==> config.mk <==
export PLATFORM = sky130hd
export DESIGN_NAME = dmem_burst_ctrl_flat
export DESIGN_NICKNAME = d
export VERILOG_FILES = /design/src/rtl/dmem_pkg.sv /design/src/rtl/dmem_burst_ctrl_if.sv /design/src/rtl/dmem_addr_gen.sv /design/src/rtl/dmem_burst_ctrl.sv /design/src/flat_wrapper.sv
export SDC_FILE = /design/constraint.sdc
export NUM_CORES = 1
export LEC_CHECK = 0
export CORE_MARGIN = 3
export CORE_UTILIZATION = 35
export DETAILED_ROUTE_END_ITERATION = 10
export PLACE_DENSITY = 0.68
export SLEW_MARGIN = 10
export SYNTH_ARGS = -nofsm -noshare
export SYNTH_HDL_FRONTEND = slang
export SYNTH_HIERARCHICAL = 1
export SYNTH_SLANG_ARGS = --single-unit
==> constraint.sdc <==
create_clock -name clk -period 2.05 [get_ports clk]
set_input_delay 0.5125 -clock clk [delete_from_list [all_inputs] [get_ports clk]]
set_output_delay 0.5125 -clock clk [all_outputs]
set_load 0.05 [all_outputs]
==> src/rtl/dmem_pkg.sv <==
// Shared types and constants for the data-memory burst controller.
package dmem_pkg;

   localparam int DW = 16;   // data word width, matches memory dM/m
   localparam int AW = 3;    // memory address width, also burst-length field width

   typedef enum logic [1:0] {
      IDLE,
      ST_BEAT,
      RD_ADDR,
      RD_DATA
   } state_e;

   // len is burst length minus one: 0 -> 1 word, 2**AW-1 -> full sweep
   typedef struct packed {
      logic          wr;
      logic [AW-1:0] addr;
      logic [AW-1:0] len;
   } dmem_cmd_t;

endpackage

==> src/rtl/dmem_burst_ctrl_if.sv <==
// Processor-side handshake bundle: command, store-data and load-data channels.
interface dmem_burst_ctrl_if;
   import dmem_pkg::*;

   logic          cmd_valid;
   logic          cmd_ready;
   dmem_cmd_t     cmd;
   logic          wdata_valid;
   logic          wdata_ready;
   logic [DW-1:0] wdata;
   logic          rdata_valid;
   logic          rdata_ready;
   logic [DW-1:0] rdata;

   // processor / execute side
   modport master (
      output cmd_valid, cmd, wdata_valid, wdata, rdata_ready,
      input  cmd_ready, wdata_ready, rdata_valid, rdata
   );

   // burst controller side
   modport slave (
      input  cmd_valid, cmd, wdata_valid, wdata, rdata_ready,
      output cmd_ready, wdata_ready, rdata_valid, rdata
   );

endinterface

==> src/rtl/dmem_addr_gen.sv <==
// Burst address/beat counter: loads on command accept, wraps address mod 2**AW,
// counts remaining beats and flags the final one.
module dmem_addr_gen
   import dmem_pkg::*;
(
   input  logic          clk,
   input  logic          rst,
   input  logic          load_i,
   input  logic [AW-1:0] addr_i,
   input  logic [AW-1:0] len_i,
   input  logic          step_i,
   output logic [AW-1:0] addr_o,
   output logic [AW-1:0] next_addr_o,
   output logic          last_o
);

   logic [AW-1:0] addr_q, addr_d;
   logic [AW-1:0] cnt_q, cnt_d;

   // next address/count: load wins over step; address wraps naturally at AW bits
   always_comb begin
      addr_d = addr_q;
      cnt_d  = cnt_q;
      if (load_i) begin
         addr_d = addr_i;
         cnt_d  = len_i;
      end else if (step_i) begin
         addr_d = addr_q + 1'b1;
         if (cnt_q != '0) cnt_d = cnt_q - 1'b1;
      end
   end

   // address and remaining-beat registers
   always_ff @(posedge clk or posedge rst) begin
      if (rst) begin
         addr_q <= '0;
         cnt_q  <= '0;
      end else begin
         addr_q <= addr_d;
         cnt_q  <= cnt_d;
      end
   end

   assign addr_o      = addr_q;
   assign next_addr_o = addr_q + 1'b1;
   assign last_o      = (cnt_q == '0);

endmodule

==> src/rtl/dmem_burst_ctrl.sv <==
// Initiator for the 8x16 data memory: sequences load/store bursts of 1..8 words
// with address wrap, streams store data in and load data out.
module dmem_burst_ctrl
   import dmem_pkg::*;
(
   input  logic          clk,
   input  logic          rst,
   dmem_burst_ctrl_if.slave bus,
   output logic          busy_o,
   output logic [DW-1:0] mem_d_o,
   output logic [AW-1:0] mem_a_o,
   output logic          mem_wr_o,
   input  logic [DW-1:0] mem_q_i
);

   state_e        state_q, state_d;
   logic [DW-1:0] mem_d_q, mem_d_d;
   logic [AW-1:0] mem_a_q, mem_a_d;
   logic          mem_wr_q, mem_wr_d;
   logic [DW-1:0] rdata_q, rdata_d;
   logic          rvld_q, rvld_d;

   logic          ld, step, last;
   logic          cmd_rdy, wdata_rdy;
   logic [AW-1:0] addr, next_addr;

   dmem_addr_gen u_addr_gen (
      .clk         (clk),
      .rst         (rst),
      .load_i      (ld),
      .addr_i      (bus.cmd.addr),
      .len_i       (bus.cmd.len),
      .step_i      (step),
      .addr_o      (addr),
      .next_addr_o (next_addr),
      .last_o      (last)
   );

   // next state and memory-side/load-data register updates
   always_comb begin
      state_d   = state_q;
      mem_d_d   = mem_d_q;
      mem_a_d   = mem_a_q;
      mem_wr_d  = 1'b0;            // write strobe only ever lasts one cycle per word
      rdata_d   = rdata_q;
      rvld_d    = rvld_q;
      ld        = 1'b0;
      step      = 1'b0;
      cmd_rdy   = 1'b0;
      wdata_rdy = 1'b0;
      unique case (state_q)
         IDLE: begin
            cmd_rdy = !rst;
            if (bus.cmd_valid) begin
               ld = 1'b1;
               if (bus.cmd.wr) begin
                  state_d = ST_BEAT;
               end else begin
                  // mem_a moves only now, after any in-flight write has committed
                  mem_a_d = bus.cmd.addr;
                  state_d = RD_ADDR;
               end
            end
         end
         ST_BEAT: begin
            wdata_rdy = 1'b1;
            if (bus.wdata_valid) begin
               mem_a_d  = addr;
               mem_d_d  = bus.wdata;
               mem_wr_d = 1'b1;
               step     = 1'b1;
               if (last) state_d = IDLE;
            end
         end
         RD_ADDR: begin
            // memory drove mem_q from mem_a at the preceding negedge
            rdata_d = mem_q_i;
            rvld_d  = 1'b1;
            state_d = RD_DATA;
         end
         RD_DATA: begin
            if (bus.rdata_ready) begin
               rvld_d = 1'b0;
               step   = 1'b1;
               if (last) begin
                  state_d = IDLE;
               end else begin
                  mem_a_d = next_addr;
                  state_d = RD_ADDR;
               end
            end
         end
         default: state_d = IDLE;
      endcase
   end

   // state and output registers; async reset also kills a pending write strobe
   always_ff @(posedge clk or posedge rst) begin
      if (rst) begin
         state_q  <= IDLE;
         mem_d_q  <= '0;
         mem_a_q  <= '0;
         mem_wr_q <= 1'b0;
         rdata_q  <= '0;
         rvld_q   <= 1'b0;
      end else begin
         state_q  <= state_d;
         mem_d_q  <= mem_d_d;
         mem_a_q  <= mem_a_d;
         mem_wr_q <= mem_wr_d;
         rdata_q  <= rdata_d;
         rvld_q   <= rvld_d;
      end
   end

   assign bus.cmd_ready   = cmd_rdy;
   assign bus.wdata_ready = wdata_rdy;
   assign bus.rdata_valid = rvld_q;
   assign bus.rdata       = rdata_q;
   assign busy_o          = (state_q != IDLE);
   assign mem_d_o         = mem_d_q;
   assign mem_a_o         = mem_a_q;
   assign mem_wr_o        = mem_wr_q;

endmodule
==> src/flat_wrapper.sv <==
// flat-port wrapper written by rule: the top's interface ports become plain ports
module dmem_burst_ctrl_flat import dmem_pkg::*;
  (clk, rst, busy_o, mem_d_o, mem_a_o, mem_wr_o, mem_q_i, bus_cmd_valid, bus_cmd, bus_wdata_valid, bus_wdata, bus_rdata_ready, bus_cmd_ready, bus_wdata_ready, bus_rdata_valid, bus_rdata);
  dmem_burst_ctrl_if bus_i ();
  input  logic clk;
  input  logic rst;
  output logic busy_o;
  output logic [DW-1:0] mem_d_o;
  output logic [AW-1:0] mem_a_o;
  output logic mem_wr_o;
  input  logic [DW-1:0] mem_q_i;
  input wire logic [$bits(bus_i.cmd_valid)-1:0] bus_cmd_valid;
  input wire logic [$bits(bus_i.cmd)-1:0] bus_cmd;
  input wire logic [$bits(bus_i.wdata_valid)-1:0] bus_wdata_valid;
  input wire logic [$bits(bus_i.wdata)-1:0] bus_wdata;
  input wire logic [$bits(bus_i.rdata_ready)-1:0] bus_rdata_ready;
  output wire logic [$bits(bus_i.cmd_ready)-1:0] bus_cmd_ready;
  output wire logic [$bits(bus_i.wdata_ready)-1:0] bus_wdata_ready;
  output wire logic [$bits(bus_i.rdata_valid)-1:0] bus_rdata_valid;
  output wire logic [$bits(bus_i.rdata)-1:0] bus_rdata;
  assign bus_i.cmd_valid = bus_cmd_valid;
  assign bus_i.cmd = bus_cmd;
  assign bus_i.wdata_valid = bus_wdata_valid;
  assign bus_i.wdata = bus_wdata;
  assign bus_i.rdata_ready = bus_rdata_ready;
  assign bus_cmd_ready = bus_i.cmd_ready;
  assign bus_wdata_ready = bus_i.wdata_ready;
  assign bus_rdata_valid = bus_i.rdata_valid;
  assign bus_rdata = bus_i.rdata;
  dmem_burst_ctrl u_core (.clk(clk), .rst(rst), .bus(bus_i), .busy_o(busy_o), .mem_d_o(mem_d_o), .mem_a_o(mem_a_o), .mem_wr_o(mem_wr_o), .mem_q_i(mem_q_i));
endmodule
==> results of run 1 <==
-- metal layers --
layer | vias to the layer above | track usage [%]
li1 | 705 | -
met2 | 41 | 23.1
met3 | 4 | 4.55
met4 | 0 | 5.07
met1 | 689 | 17.8
met5 | - | 0
-- layout make-up --
type | count | share of cell area [%]
sequential | 45 | 37.2
multi-input combinational | 92 | 26.0
tap | 70 | 2.89
timing repair buffer | 92 | 30.2
inverter | 7 | 0.868
clock inverter | 1 | 0.248
clock buffer | 7 | 2.52
-- cells in the mapped netlist --
| cell | instances |
|---|---|
| buf_2 | 5 |
| and2b_1 | 1 |
| xnor2_1 | 1 |
| o31ai_1 | 1 |
| clkbuf_1 | 1 |
| a221o_1 | 2 |
| dfrtp_1 | 45 |
| a21boi_0 | 1 |
| or4b_4 | 1 |
| mux2i_1 | 5 |
| nand2b_1 | 3 |
| a32oi_1 | 1 |
| or2_2 | 1 |
| nand2b_4 | 1 |
| nor2_1 | 10 |
| nand3_1 | 1 |
| a21o_1 | 1 |
| o21ai_0 | 5 |
| xor2_1 | 2 |
| nor2b_4 | 1 |
| mux2_2 | 35 |
| nor4b_1 | 2 |
| nor2b_1 | 1 |
| nand2_1 | 9 |
| a22oi_2 | 1 |
| buf_4 | 1 |
| inv_1 | 7 |
| ha_1 | 3 |
| a21oi_1 | 3 |
-- path summary, 6_finish.rpt --
kind,startpoint,endpoint,cells past startpoint
min in group asynchronous,rst,u_core/u_addr_gen/cnt_q[1],2
worst max register to register,u_core/state_q[1],u_core/mem_a_o[1],3
worst max-delay path,u_core/mem_d_o[13],mem_d_o[13],1
worst min register to register,u_core/bus.rdata_valid,u_core/bus.rdata_valid,1
worst min-delay path,u_core/bus.rdata_valid,u_core/bus.rdata_valid,1
max in group asynchronous,rst,u_core/bus.rdata[10],3
-- through the flow --
stage	setup TNS, ns	area [µm²]	hold WS [ns]
finish	0	3030	0.489
global route	0	3030	0.520
CTS	0	3030	0.495
detailed placement	-0.542	2940	0.476
global placement	-0.448	2940	0.466
floorplan	0	1980	0.303
-- power groups by stage --
stage / registers (mW) / logic [mW] / clock network (mW)
after floorplan: 2.90 / 1.19 / 0
after global placement: 1.59 / 3.66 / 0
after detailed placement: 1.60 / 3.69 / 0
after CTS: 1.59 / 3.69 / 0.552
after global routing: 1.64 / 3.87 / 0.595
final: 1.58 / 3.65 / 0.534
-- sequential cells by signal, indices dropped and copies added, names as in the netlist --
signal,cells
u_core/bus.rdata_valid,1
u_core/u_addr_gen/cnt_q,3
u_core/mem_a_o,3
u_core/u_addr_gen/addr_o,3
u_core/mem_d_o,16
u_core/state_q,2
u_core/bus.rdata,16
u_core/mem_wr_o,1
-- kinds of logic (layout without fill, tap and decap cells) --
kind of cell / after synthesis / after routing / synth area share, %
AOI/OAI and AO/OA: 15 / 15 / 5.26
xor gates and xnor gates: 3 / 3 / 1.33
adders and majority gates: 3 / 3 / 1.90
buffers and inverters: 14 / 107 / 3.17
DFF: 45 / 45 / 57.0
muxes: 40 / 40 / 22.5
and+or+nand+nor: 31 / 31 / 8.81
==> results.py, run 1 <==
metrics = {
    "route": {
        "postRouteAntennaNets": 0,
        "drt-met1-wl_um": 1950,
        "post_drt_wl_per_cell_um": 14.1,
        "vias": 1439,
        "route.met2.wl_um": 2120,
        "top_layer": "met4",
        "vias_per_cell": 4.58,
        "routed-wl-met3_um": 292,
        "wl_um": 4410,
        "dr.pass1.iters": 4,
        "drtIter0Drc": 32,
        "route.detailed.drc": 0,
    },
    "synth": {
        "synth_area_leaders": "dfrtp_1 (57%), mux2_2 (20%), mux2i_1 (2.5%)",
        "yosysTopAreaCell": "dfrtp_1",
        "synthCells": 151,
        "ys_ff_latch": 45,
        "synth_cell_types": 29,
        "synth_top_cell_area_share_pct": 57.0,
        "netlist_area_um2": 1970,
        "avgSynthCellArea_um2": 13.1,
        "synth_warnings": 6,
        "synth_seq_area_share_pct": 57.0,
        "synthesis.nets": 198,
    },
    "clock_network": {
        "cts_root_buf": "clkbuf_8",
        "tritoncts": "built",
        "cts_sinks": 45,
        "cts_buffer_depth": 2,
        "hold_buffers": 0,
        "numCtsBuffers": 5,
        "worstSkewPairLatency_ns": 0.29,
        "post_cts_resized": 0,
        "h-tree-depth": 2,
        "postCtsSetupBuffers": 0,
        "clk_pin_slew_worst_paths_ns": 0.08,
    },
    "finish": {
        "stdcell_count": 314,
        "mostFrequentLayoutCells": "clkdlybuf4s50_1 (70), dfrtp_1 (45), mux2_2 (35)",
        "layout_commonest_cell": "clkdlybuf4s50_1",
        "post-route-util_pct": 57.5,
        "fillers": 462,
        "drive_above_1_share_pct": 28.3,
        "diodes": 0,
        "multiInputGateArea_um2": 788,
        "finalNetCount": 290,
        "regArea_um2": 1130,
        "syn_to_final_growth_pct": 53.4,
    },
    "timing": {
        "fin_ws_ns": 0.0814,
        "tightestPinTransition_ns": 0.525,
        "finalCritPeriodShare_pct": 96.0,
        "fmax_mhz": 508,
        "finClkSkew_ns": 0.00549,
        "final-setup-viol-count": 0,
        "maxSlewViolCount": 0,
        "final_hold_viol_count": 0,
        "relSlewSlack_pct": 64.9,
        "rsz0062_at_grt": "false",
        "fin_crit_ns": 1.97,
    },
    "worst_setup_path": {
        "worst-setup-path-type": "reg2out",
        "crit_buf_inv": 1,
        "critPathCaptureType": "output pin",
        "cp_max_fo": 2,
        "crit_chain": "clkdlybuf4s50_1",
        "max_stage_delay_ns": 0.82,
        "crit_family": "buffers and inverters",
        "r2r_setup_slack_ns": 0.37,
        "cpMaxStageDelayCell": "clkdlybuf4s50_1",
        "arrival_ns": 1.46,
        "crit_required_ns": 1.54,
        "worstSetupStartpointType": "flop",
    },
    "floorplanning": {
        "die_x_um": 81.1,
        "start_util_pct": 37.5,
        "die_h_um": 81.1,
        "num_rows": 26,
        "dieArea_um2": 6580,
        "io_pins": 84,
        "coreArea_um2": 5270,
    },
    "placed_design": {
        "gp_congestion": 0.741,
        "port_buffers": 83,
        "dp_slack_ns": -0.184,
        "place.detailed.hpwl_um": 3400,
        "place_inst": 306,
    },
    "status": {
        "status": "finished clean",
    },
    "hold_path": {
        "hold_class": "reg2reg",
    },
    "power_and_ir_drop": {
        "p_sw_share_pct": 46.8,
        "p_clk_share_pct": 9.3,
        "p_per_area_nw_per_um2": 1910,
        "power_switching_mw": 2.70,
        "comb_power_share_pct": 63.3,
        "vdd_ir_drop_max_v": 0.000737,
        "fin_total_pwr_mw": 5.77,
        "seqPwrFrac_pct": 27.4,
        "p_leak_nw": 1.31,
        "p_int_mw": 3.07,
    },
    "grt": {
        "grt_max_degree": 40,
        "grt_pass1_wl_um": 7040,
        "grt_overflow": 0,
        "track_usage_pct": 14.2,
        "grt_pass1_vias": 1437,
        "antenna_found_initial": 0,
    },
    "job": {
        "drv_cap": 0,
    },
}
No activity file was read; power rests on OpenSTA's default activity.
==> run 2, diff against run 1 <==
GPL_ROUTABILITY_DRIVEN = 0   (was not set)
PLACE_DENSITY = not set   (was 0.68)
PLACE_DENSITY_LB_ADDON = 0.05   (was not set)
==> run 2 against run 1 <==
Effect of this change:
- fmax fell by 0.79%
- clock power rose by 3%
- largest cell class unchanged
- clock skew rose by 0.0011 ns
- sequential cell count did not move
==> results.py, run 2 (synthesized netlist as in run 1, its figures left out) <==
metrics = {
    "status": {
        "status": "finished clean",
    },
    "timing": {
        "fin_crit_ns": 1.98,
        "maxSlewViolCount": 0,
        "tightestPinTransition_ns": 0.522,
        "fmax_mhz": 504,
        "rsz0062_at_grt": "false",
        "relSlewSlack_pct": 65.1,
        "finalCritPeriodShare_pct": 96.8,
        "final_hold_viol_count": 0,
        "finClkSkew_ns": 0.00661,
        "final-setup-viol-count": 0,
    },
    "job": {
        "drv_cap": 0,
    },
    "power_and_ir_drop": {
        "power_switching_mw": 2.75,
        "p_per_area_nw_per_um2": 1920,
        "seqPwrFrac_pct": 27.4,
        "p_sw_share_pct": 47.1,
        "vdd_ir_drop_max_v": 0.000866,
        "p_int_mw": 3.09,
        "p_clk_share_pct": 9.4,
        "comb_power_share_pct": 63.2,
        "fin_total_pwr_mw": 5.84,
        "p_leak_nw": 1.33,
    },
    "worst_setup_path": {
        "max_stage_delay_ns": 0.81,
        "critPathCaptureType": "output pin",
        "arrival_ns": 1.47,
        "crit_required_ns": 1.54,
        "cp_max_fo": 2,
        "crit_chain": "clkdlybuf4s50_1",
        "worstSetupStartpointType": "flop",
        "crit_buf_inv": 1,
        "worst-setup-path-type": "reg2out",
        "cpMaxStageDelayCell": "clkdlybuf4s50_1",
        "crit_family": "buffers and inverters",
    },
    "grt": {
        "grt_pass1_wl_um": 7580,
        "grt_max_degree": 40,
        "track_usage_pct": 15.1,
        "grt_overflow": 0,
        "antenna_found_initial": 0,
        "grt_pass1_vias": 1637,
    },
    "route": {
        "postRouteAntennaNets": 0,
        "dr.pass1.iters": 4,
        "wl_um": 4560,
        "route.detailed.drc": 0,
        "drtIter0Drc": 66,
        "vias": 1464,
        "vias_per_cell": 4.68,
        "post_drt_wl_per_cell_um": 14.6,
    },
    "clock_network": {
        "cts_sinks": 45,
        "cts_root_buf": "clkbuf_8",
        "tritoncts": "built",
        "cts_buffer_depth": 2,
        "numCtsBuffers": 5,
        "hold_buffers": 0,
        "clk_pin_slew_worst_paths_ns": 0.09,
        "h-tree-depth": 2,
        "postCtsSetupBuffers": 0,
        "worstSkewPairLatency_ns": 0.29,
    },
    "floorplanning": {
        "start_util_pct": 37.5,
        "die_x_um": 81.1,
        "dieArea_um2": 6580,
        "coreArea_um2": 5270,
        "die_h_um": 81.1,
        "io_pins": 84,
        "num_rows": 26,
    },
    "finish": {
        "mostFrequentLayoutCells": "clkdlybuf4s50_1 (73), dfrtp_1 (45), mux2_2 (35)",
        "drive_above_1_share_pct": 26.3,
        "syn_to_final_growth_pct": 54.2,
        "layout_commonest_cell": "clkdlybuf4s50_1",
        "finalNetCount": 289,
        "post-route-util_pct": 57.8,
        "diodes": 0,
    },
    "hold_path": {
        "hold_class": "reg2reg",
    },
    "placed_design": {
        "place.detailed.hpwl_um": 3520,
        "port_buffers": 83,
    },
}
-- run 2: changes by cell type in the layout (fill, tap and decap cells not counted) --
cell	delta
buf_12	-1
or2_4	+1
clkinv_4	+2
nor2_2	-1
buf_4	-6
nor2_4	+1
clkbuf_1	-2
or2_2	-1
clkinv_2	+1
dlymetal6s2s_1	+3
clkinvlp_4	-1
clkdlybuf4s50_1	+3
-- run 2: timing repair --
action / in CTS / in global routing
endpoints found under the hold margin: 0 / 0
resized for setup: 0 / 5
endpoints found under the setup margin: 0 / 4
-- run 2: path summary, 6_finish.rpt --
check                                            start                    endpoint  slack [ns]  depth (start not counted)
worst max-delay path               u_core/bus.rdata[2]                bus_rdata[2]        0.07                          1
worst min-delay path            u_core/bus.rdata_valid      u_core/bus.rdata_valid        0.50                          1
worst max register to register       u_core/state_q[0]           u_core/mem_a_o[0]        0.33                          3
worst min register to register  u_core/bus.rdata_valid      u_core/bus.rdata_valid        0.50                          1
max in group asynchronous                          rst           u_core/mem_a_o[2]        0.95                          3
min in group asynchronous                          rst  u_core/u_addr_gen/cnt_q[1]        0.55                          2
-- run 2: cell type report --
type / count / area [µm²]
Clock inverter: 3 / 22.5
Clock buffer: 5 / 68.8
Timing Repair Buffer: 91 / 918
Multi-Input combinational cell: 92 / 796
Inverter: 7 / 26.3
Sequential cell: 45 / 1130
Fill cell: 455 / 2220
Tap cell: 70 / 87.6
-- run 2: metal layers --
metal	routed length [µm]	global-route usage [%]	share of wire, %	vias up
li1	-	-	-	704
met3	344	5.54	7.5	8
met1	1830	17.8	40	699
met4	75	4.56	1.6	0
met2	2310	25.5	51	53
met5	0	0	0	-
-- run 2: power groups by stage --
stage                     combinational (mW)  clock [mW]  sequential [mW]
after floorplan                         1.19           0             2.90
after global placement                  3.64           0             1.59
after detailed placement                3.71           0             1.62
after CTS                               3.73       0.575             1.61
after global routing                    3.92       0.613             1.67
final                                   3.69       0.548             1.60
-- run 2: through the flow --
stage / cells / setup TNS (ns) / hold WS (ns) / setup WS, ns / area [µm²]
floorplan: 151 / 0 / 0.303 / 0.0761 / 1980
global placement: 305 / -0.543 / 0.474 / -0.181 / 2940
detailed placement: 305 / -0.663 / 0.484 / -0.223 / 2940
CTS: 313 / 0 / 0.498 / 0.0242 / 3030
global route: 313 / 0 / 0.534 / 0.00737 / 3050
finish: 313 / 0 / 0.503 / 0.0657 / 3050
==> run 3, diff against run 2 <==
clock period = 1.6 ns   (was 2.05 ns; I/O delays follow)
==> run 3 against run 2 <==
Effect of this change:
- via count up 5.3%
- register-to-register slack worse by 0.50 ns
- sequential cell count unchanged
- highest routed layer unchanged
- the flow now finishes with violations (setup timing)
- global-route usage up 1.4 points
- combinational power up 76%
- utilization up 14 points
- critical endpoint is now u_core/mem_a_o[1]
- largest power group unchanged
- die area unchanged
- first-iteration DRC count down 30%
- worst hold slack worse by 0.019 ns
- final cell count up 5.8%
==> results.py, run 3 (synthesized netlist as in run 1, its figures left out) <==
metrics = {
    "status": {
        "status": "finished, violations left",
        "violations": "setup timing",
    },
    "worst_setup_path": {
        "worstReg2RegEnd": "u_core/mem_a_o[1]",
        "critPathCaptureType": "flop",
        "r2r_cells": 4,
        "cp_max_fo": 3,
        "r2r_setup_slack_ns": -0.17,
        "cpMaxStageDelayCell": "or4b_4",
        "worst-setup-path-type": "reg2reg",
        "crit_required_ns": 1.77,
        "crit_cells": 4,
        "crit_family": "simple AND/OR/NAND/NOR gates",
        "r2r_start": "u_core/state_q[0]",
        "arrival_ns": 1.94,
        "crit_chain": "buf_6 > or4b_4 > a22oi_2 > mux2_4",
        "crit_start": "u_core/state_q[0]",
        "worstSetupStartpointType": "flop",
        "max_stage_delay_ns": 0.49,
        "cp-endpoint": "u_core/mem_a_o[1]",
        "crit_buf_inv": 1,
    },
    "floorplanning": {
        "num_rows": 26,
        "io_pins": 84,
        "die_x_um": 81.1,
        "die_h_um": 81.1,
        "coreArea_um2": 5270,
        "start_util_pct": 37.5,
        "dieArea_um2": 6580,
    },
    "placed_design": {
        "place.detailed.hpwl_um": 3940,
        "port_buffers": 83,
    },
    "route": {
        "postRouteAntennaNets": 0,
        "dr.pass1.iters": 4,
        "wl_um": 5330,
        "vias_per_cell": 4.66,
        "drtIter0Drc": 46,
        "post_drt_wl_per_cell_um": 16.1,
        "route.detailed.drc": 0,
        "vias": 1541,
    },
    "power_and_ir_drop": {
        "p_sw_share_pct": 41.4,
        "seqPwrFrac_pct": 24.4,
        "p_leak_nw": 1.73,
        "p_int_mw": 5.66,
        "p_per_area_nw_per_um2": 2570,
        "vdd_ir_drop_max_v": 0.00156,
        "power_switching_mw": 4.00,
        "p_clk_share_pct": 8.5,
        "comb_power_share_pct": 67.2,
        "fin_total_pwr_mw": 9.65,
    },
    "grt": {
        "track_usage_pct": 16.5,
        "antenna_found_initial": 0,
        "grt_pass1_wl_um": 8360,
        "grt_pass1_vias": 1742,
        "grt_overflow": 0,
        "grt_max_degree": 23,
    },
    "finish": {
        "mostFrequentLayoutCells": "dfrtp_1 (45), clkdlybuf4s50_1 (41), buf_12 (41)",
        "drive_above_1_share_pct": 46.4,
        "finalNetCount": 308,
        "diodes": 0,
        "syn_to_final_growth_pct": 90.4,
        "layout_commonest_cell": "dfrtp_1",
    },
    "timing": {
        "relSlewSlack_pct": 78.8,
        "fin_crit_ns": 1.77,
        "maxSlewViolCount": 0,
        "fin_tns_setup_ns": -1.22,
        "finalCritPeriodShare_pct": 110,
        "fin_ws_ns": -0.168,
        "tightestPinTransition_ns": 0.315,
        "final_hold_viol_count": 0,
        "finClkSkew_ns": 0.00321,
        "rsz0062_at_grt": "true",
        "fmax_mhz": 566,
        "final-setup-viol-count": 23,
    },
    "clock_network": {
        "cts_root_buf": "clkbuf_8",
        "cts_sinks": 45,
        "tritoncts": "built",
        "worstSkewPairLatency_ns": 0.28,
        "clk_pin_slew_worst_paths_ns": 0.08,
        "numCtsBuffers": 5,
        "h-tree-depth": 2,
        "hold_buffers": 0,
        "cts_buffer_depth": 2,
    },
    "hold_path": {
        "hold_class": "in2reg",
    },
    "job": {
        "drv_cap": 0,
    },
}
-- run 3: changes by cell type in the layout (fill, tap and decap cells not counted), moves of 3 or more --
cell | previous run | this run
dlymetal6s2s_1 | 3 | 0
mux2_4 | 0 | 19
clkdlybuf4s50_1 | 73 | 41
mux2_2 | 35 | 16
buf_4 | 12 | 16
buf_6 | 0 | 8
buf_12 | 3 | 41
-- run 3: area by class of cell --
type                       count  area [µm²]
fill                         383        1510
timing repair buffer         110        1510
clock inverter                 2        35.0
inverter                       7        26.3
multi-input combinational     92         907
clock buffer                   5        68.8
sequential                    45        1130
tap                           70        87.6
-- run 3: stage by stage --
step | worst slack, ns | util [%] | area [µm²] | hold WS [ns] | instances
after global routing | -0.216 | 71.3 | 3760 | 0.482 | 331
after global placement | -0.476 | 64.8 | 3410 | 0.538 | 314
after detailed placement | -0.522 | 64.8 | 3410 | 0.560 | 314
after floorplan | -0.00260 | - | 1990 | 0.191 | 151
after CTS | -0.196 | 68.8 | 3630 | 0.455 | 328
final | -0.168 | 71.3 | 3760 | 0.484 | 331
-- run 3: how the worst min path moves through the flow --
stage                                start  slack (ns)  cells after the start                           to
finish                          bus_cmd[6]        0.48                      2            u_core/state_q[1]
global route                    bus_cmd[6]        0.48                      2            u_core/state_q[1]
CTS                             bus_cmd[6]        0.46                      2            u_core/state_q[1]
detailed placement      u_core/mem_d_o[13]        0.56                      1           u_core/mem_d_o[13]
global placement    u_core/bus.rdata_valid        0.54                      1       u_core/bus.rdata_valid
floorplan                              rst        0.19                      1  u_core/u_addr_gen/addr_o[0]
-- run 3: power groups by stage --
stage | Clock (mW) | Combinational (mW) | Sequential [mW]
global route | 0.899 | 6.78 | 2.44
global placement | 0 | 5.80 | 2.31
CTS | 0.850 | 6.22 | 2.35
detailed placement | 0 | 5.92 | 2.36
finish | 0.816 | 6.49 | 2.35
floorplan | 0 | 1.55 | 3.72
-- run 3: routing by layer --
metal | GRT usage, % | up-vias | part of all wire, %
met5 | 0 | - | 0
met1 | 19.7 | 742 | 40
met4 | 4.73 | 0 | 1.1
met3 | 3.99 | 7 | 6.0
li1 | - | 741 | -
met2 | 29.2 | 51 | 53
-- run 3: timing repair --
| action | 4_1_cts | 5_1_grt |
|---|---|---|
| buffers inserted | 7 | 1 |
| endpoints found under the setup margin | 7 | 28 |
| resized for setup | 18 | 20 |
| cloned | 0 | 2 |
| pin swaps | 8 | 3 |
-- run 3: worst register-to-register path, cell delays in order (launching register included) --
cell and delay (ns):
dfrtp_1 0.41, buf_6 0.12, or4b_4 0.49, a22oi_2 0.30, mux2_4 0.34
